$ cat src/rtl/mem_access_ctrl_if.sv
// mem_access_ctrl_if: data-bus types and the memory-stage/data-bus port bundle
package mem_access_pkg;
  localparam logic [2:0] MSIZE1 = 3'd0;
  localparam logic [2:0] MSIZE2 = 3'd1;
  localparam logic [2:0] MSIZE4 = 3'd2;
  localparam logic [2:0] MSIZE8 = 3'd3;
  typedef struct packed {
    logic        valid;
    logic [63:0] addr;
    logic [2:0]  size;
    logic [7:0]  strobe;
    logic [63:0] data;
  } dbus_req_t;
  typedef struct packed {
    logic        addr_ok;
    logic        data_ok;
    logic [63:0] data;
  } dbus_resp_t;
endpackage

interface mem_access_ctrl_if;
  import mem_access_pkg::*;
  logic        req_valid;
  logic [63:0] req_addr;
  logic [2:0]  req_size;
  logic [7:0]  req_strobe;
  logic [63:0] req_data;
  logic        flush;
  dbus_req_t   dreq;
  dbus_resp_t  dresp;
  logic        resp_valid;
  logic [63:0] resp_data;
  logic        resp_misalign;
  logic        stall;
  modport slave (input req_valid, req_addr, req_size, req_strobe, req_data, flush, dresp,
                 output dreq, resp_valid, resp_data, resp_misalign, stall);
  modport master (output req_valid, req_addr, req_size, req_strobe, req_data, flush, dresp,
                  input dreq, resp_valid, resp_data, resp_misalign, stall);
endinterface

$ cat src/rtl/mem_access_ctrl.sv
// mem_access_ctrl: one-access-at-a-time data-bus controller with flush draining and alignment check
module mem_access_ctrl
  import mem_access_pkg::*;
#(
  parameter bit CHECK_ALIGN = 1'b1
) (
  input  logic clk,
  input  logic resetn,
  mem_access_ctrl_if.slave bus
);
  typedef enum logic [1:0] {IDLE, REQ, DRAIN, DONE} state_t;
  state_t      state_q, state_d;
  logic [63:0] addr_q, addr_d, data_q, data_d, rdata_q, rdata_d;
  logic [2:0]  size_q, size_d;
  logic [7:0]  strobe_q, strobe_d;
  logic        mis_q, mis_d;
  logic        aligned, accept, take, data_ok;
  always_comb begin
    data_ok  = bus.dresp.data_ok;
    aligned  = !CHECK_ALIGN ||
               (bus.req_size == MSIZE2 ? !bus.req_addr[0] :
                bus.req_size == MSIZE4 ? bus.req_addr[1:0] == 2'b0 :
                bus.req_size == MSIZE8 ? bus.req_addr[2:0] == 3'b0 : 1'b1);
    accept   = state_q == IDLE && bus.req_valid && !bus.flush;
    take     = accept && aligned;
    state_d  = state_q == IDLE  ? (accept ? (aligned ? REQ : DONE) : IDLE) :
               state_q == REQ   ? (data_ok ? (bus.flush ? IDLE : DONE) : (bus.flush ? DRAIN : REQ)) :
               state_q == DRAIN ? (data_ok ? IDLE : DRAIN) : IDLE;
    addr_d   = take ? bus.req_addr : addr_q;
    size_d   = take ? bus.req_size : size_q;
    strobe_d = take ? bus.req_strobe : strobe_q;
    data_d   = take ? bus.req_data : data_q;
    mis_d    = accept ? !aligned : mis_q;
    // a flush coinciding with data_ok discards the beat, so resp_data keeps its old value
    rdata_d  = state_q == REQ && data_ok && !bus.flush ? bus.dresp.data : rdata_q;
  end
  always_ff @(posedge clk or negedge resetn) begin
    if (!resetn) begin
      state_q  <= IDLE;
      addr_q   <= '0;
      size_q   <= '0;
      strobe_q <= '0;
      data_q   <= '0;
      rdata_q  <= '0;
      mis_q    <= 1'b0;
    end else begin
      state_q  <= state_d;
      addr_q   <= addr_d;
      size_q   <= size_d;
      strobe_q <= strobe_d;
      data_q   <= data_d;
      rdata_q  <= rdata_d;
      mis_q    <= mis_d;
    end
  end
  assign bus.dreq          = {state_q == REQ || state_q == DRAIN, addr_q, size_q, strobe_q, data_q};
  assign bus.resp_valid    = state_q == DONE && !bus.flush;
  assign bus.resp_misalign = state_q == DONE && !bus.flush && mis_q;
  assign bus.resp_data     = rdata_q;
  assign bus.stall         = (bus.req_valid && state_q != DONE) || state_q == DRAIN;
endmodule
$ cat src/flat_wrapper.sv
// flat-port wrapper written by rule: the top's interface ports become plain ports
module mem_access_ctrl_flat import mem_access_pkg::*;
#(
  parameter bit CHECK_ALIGN = 1'b1
)
  (clk, resetn, bus_req_valid, bus_req_addr, bus_req_size, bus_req_strobe, bus_req_data, bus_flush, bus_dresp, bus_dreq, bus_resp_valid, bus_resp_data, bus_resp_misalign, bus_stall);
  mem_access_ctrl_if bus_i ();
  input  logic clk;
  input  logic resetn;
  input wire logic [$bits(bus_i.req_valid)-1:0] bus_req_valid;
  input wire logic [$bits(bus_i.req_addr)-1:0] bus_req_addr;
  input wire logic [$bits(bus_i.req_size)-1:0] bus_req_size;
  input wire logic [$bits(bus_i.req_strobe)-1:0] bus_req_strobe;
  input wire logic [$bits(bus_i.req_data)-1:0] bus_req_data;
  input wire logic [$bits(bus_i.flush)-1:0] bus_flush;
  input wire logic [$bits(bus_i.dresp)-1:0] bus_dresp;
  output wire logic [$bits(bus_i.dreq)-1:0] bus_dreq;
  output wire logic [$bits(bus_i.resp_valid)-1:0] bus_resp_valid;
  output wire logic [$bits(bus_i.resp_data)-1:0] bus_resp_data;
  output wire logic [$bits(bus_i.resp_misalign)-1:0] bus_resp_misalign;
  output wire logic [$bits(bus_i.stall)-1:0] bus_stall;
  assign bus_i.req_valid = bus_req_valid;
  assign bus_i.req_addr = bus_req_addr;
  assign bus_i.req_size = bus_req_size;
  assign bus_i.req_strobe = bus_req_strobe;
  assign bus_i.req_data = bus_req_data;
  assign bus_i.flush = bus_flush;
  assign bus_i.dresp = bus_dresp;
  assign bus_dreq = bus_i.dreq;
  assign bus_resp_valid = bus_i.resp_valid;
  assign bus_resp_data = bus_i.resp_data;
  assign bus_resp_misalign = bus_i.resp_misalign;
  assign bus_stall = bus_i.stall;
  mem_access_ctrl #(.CHECK_ALIGN(CHECK_ALIGN)) u_core (.clk(clk), .resetn(resetn), .bus(bus_i));
endmodule
$ cat config.mk
export PLATFORM = sky130hd
export DESIGN_NAME = mem_access_ctrl_flat
export DESIGN_NICKNAME = d
export VERILOG_FILES = /design/src/rtl/mem_access_ctrl_if.sv /design/src/rtl/mem_access_ctrl.sv /design/src/flat_wrapper.sv
export SDC_FILE = /design/constraint.sdc
export NUM_CORES = 1
export LEC_CHECK = 0
export CAP_MARGIN = 20
export CORE_MARGIN = 8
export CORE_UTILIZATION = 30
export DETAILED_ROUTE_END_ITERATION = 6
export GPL_TIMING_DRIVEN = 0
export SYNTH_ARGS = -nofsm -noshare
export SYNTH_HDL_FRONTEND = slang
export SYNTH_SLANG_ARGS = --single-unit
$ cat constraint.sdc
create_clock -name clk -period 2.8 [get_ports clk]
set_input_delay 0.7 -clock clk [delete_from_list [all_inputs] [get_ports clk]]
set_output_delay 0.7 -clock clk [all_outputs]
set_load 0.005 [all_outputs]
==> qor.txt <==
Maximum number of pins on one net before global-route repair = 113
Post-Synth XOR/XNOR Area = 0
R2r startpoint = u_core.state_q[1]
Clk sinks = 206
RSZ-0062 raised after global routing = false
Clock Latency Late Sink = 510 ps
Yosys cell types = 22
CTS tree = done
Ratio of total power to cell area = 831 mW/mm^2
Final hold violation count = 0
N_diodes = 0
Reg2reg setup slack = 830 ps
Inst Count DP = 1253
Critical path endpoint category = primary output
CTS Root Cell = clkbuf_16
Detailed-route wire length = 25700 um
Starting Density = 0.303
Post-synthesis adder-cell area fraction = 0.00897
Peak VDD IR = 467 uV
GPL Wtd Cong = 0.748
Synth area leader = dfrtp_1
Tot GR Track Use = 0.149
Min Tclk post-route = 2670 ps
RR Endpoint = u_core.bus.resp_data[12]
Via count = 5492
Post-route clock period utilization = 0.953
Global-route wire length before repair = 38900 um
Clock Tree Buf Depth = 3
Avg Vias per Cell = 4.23
Fmax = 375 MHz
Largest family of logic cells by synthesized area = multiplexers
Power, Total = 11.5 mW
Fill cell count = 2421
Die ar. = 0.0335 sq mm
Post-Synth Simple-Gate Area = 0.00792
Sequential-to-total area share from yosys stat = 0.616
Core area = 0.0276 sq mm
Initial DRC count = 237
Hold buffers post-CTS = 0
Average wire per standard cell = 19.8 um
Initial antenna violation count = 1
Row count = 61
Relative slew slack = 0.493
Vias in the first global route = 6195
Final nets = 1117
Post-route insts no fill = 1297
Post_cts resized = 0
Worst slew pin tran = 760 ps
DR pass1 iterations = 4
PortBufs = 414
Worst EP arrival = 1970 ps
DRC violations left = 0
Share of cells above drive strength 1 = 0.293
I/O pins = 416
Top cells by area, synth = dfrtp_1, mux2_4, mux2_2
Synth warnings = 0
Overflow after GRT = 0
Post-synthesis mux area share = 0.324
Slew Limit Fails = 0
Synth Area in Compound Gates = 0.00672
H-tree levels = 1
ANT nets after route = 0
Die H = 183 um
Max Cap Viol = 0
Setup Buffers After CTS = 0
Crit path max fanout = 2
Clk_skew = 7.55 ps
Status = finished, final reports clean
Worst Path Required = 2100 ps
Worst min path class = in -> async
Length in cells of the worst reg-to-reg path = 5
Mapped cell area = 0.00837 sq mm
Top-area cell type share of the netlist area = 0.616
Final HPWL DP = 19800 um
Clk pin slew, worst setup/hold paths = 50 ps
Startpoint class of the critical path = primary input
Area added between synthesis and finish = 65.8%
Final setup fails = 0
Syn Nets = 675
FF+latch count, synth = 206
Critical setup path kind = in -> out
Syn Inst Count = 460
Mean Syn Cell Area = 18.2 sq um
Num CTS Buffers = 25
Die width = 183 um
Leakage = 5.93 nW
[kinds of logic (layout without fill, tap and decap cells)]
group	Yosys count	count (layout)
muxes	204	204
adders and majority gates	6	6
buffers and inverters	27	486
DFF	206	206
and+or+nand+nor	12	12
AOI/OAI and AO/OA	5	5
[layout by cell type (no fill, tap or decap), types with 2 or more instances in the layout]
cell type / instances
mux2_2: 94
mux2_4: 110
clkdlybuf4s50_1: 413
clkbuf_1: 5
buf_2: 6
bufinv_16: 3
clkbuf_16: 25
nand3_1: 2
nor2_1: 2
buf_12: 11
buf_6: 2
nand2_1: 3
clkinv_2: 2
inv_1: 6
dfrtp_1: 206
clkinvlp_4: 2
clkbuf_8: 7
ha_1: 6
buf_4: 2
[critical path: stages]
cell	delay, ps
clkdlybuf4s50_1	430
nor2b_1	160
and2_1	140
clkdlybuf4s50_1	540
[cells in the mapped netlist]
cell and n:
buf_12 11, nor2_4 1, nor2_1 2, mux2_4 110, nand3_1 2, a21oi_2 1, buf_6 2, ha_1 6
or2b_1 1, and2_1 1, buf_2 6, o211ai_1 1, nand2b_1 1, buf_4 2, mux2_2 94, o21ai_0 1
nor2b_1 1, inv_1 6, a22oi_1 1, dfrtp_1 206, nand2_1 3, o32ai_4 1
[metrics by stage]
stage / TNS (ps) / hold WS (ps) / setup WS (ps) / util / instance area (sq um)
3_3_place_gp: -1717480 / 487 / -8360 / 0.470 / 13000
2_1_floorplan: 0 / 404 / 904 / - / 8370
4_1_cts: 0 / 231 / 133 / 0.502 / 13900
6_report: 0 / 182 / 131 / 0.502 / 13900
5_1_grt: 0 / 246 / 45.4 / 0.502 / 13900
3_5_place_dp: 0 / 491 / 150 / 0.471 / 13000
[cell type report]
cell class | count | area, sq um | share of cell area
flip-flops and latches | 206 | 5150 | 0.371
clock buffers | 37 | 741 | 0.0534
inverters | 6 | 22.5 | 0.00162
well taps | 378 | 473 | 0.0341
repair buffers | 415 | 4180 | 0.301
clock inverters | 7 | 115 | 0.00829
plain buffers | 21 | 288 | 0.0207
multi-input cells | 227 | 2910 | 0.210
[worst max path at each step]
stage / cells after the start / start / slack (ps) / to
3_3_place_gp: 1 / resetn / -8360 / u_core.data_q[13]
2_1_floorplan: 6 / bus_flush / 900 / u_core.addr_q[16]
4_1_cts: 4 / bus_flush / 130 / bus_resp_misalign
3_5_place_dp: 4 / bus_flush / 150 / bus_resp_misalign
6_report: 4 / bus_flush / 130 / bus_resp_misalign
5_1_grt: 4 / bus_flush / 50 / bus_resp_misalign
[per-layer routing]
layer	global-route usage	share of wire	wire (um)
met1	0.164	0.37	9470
met2	0.263	0.50	12900
met3	0.0663	0.11	2820
met4	0.0319	0.020	514
met5	0	0.00051	13
[report_power, final]
part	switching (mW)	internal, mW
clock	1.24	2.09
sequential	0.475	3.90
combinational	1.07	2.76
[sequential cells by signal, indices dropped and copies added (netlist names)]
name and cells:
u_core.bus.resp_data 64, u_core.state_q 2, u_core.size_q 3, u_core.data_q 64
u_core.strobe_q 8, u_core.addr_q 64, u_core.mis_q 1
Note: power is estimated with default switching activity, not from simulation.
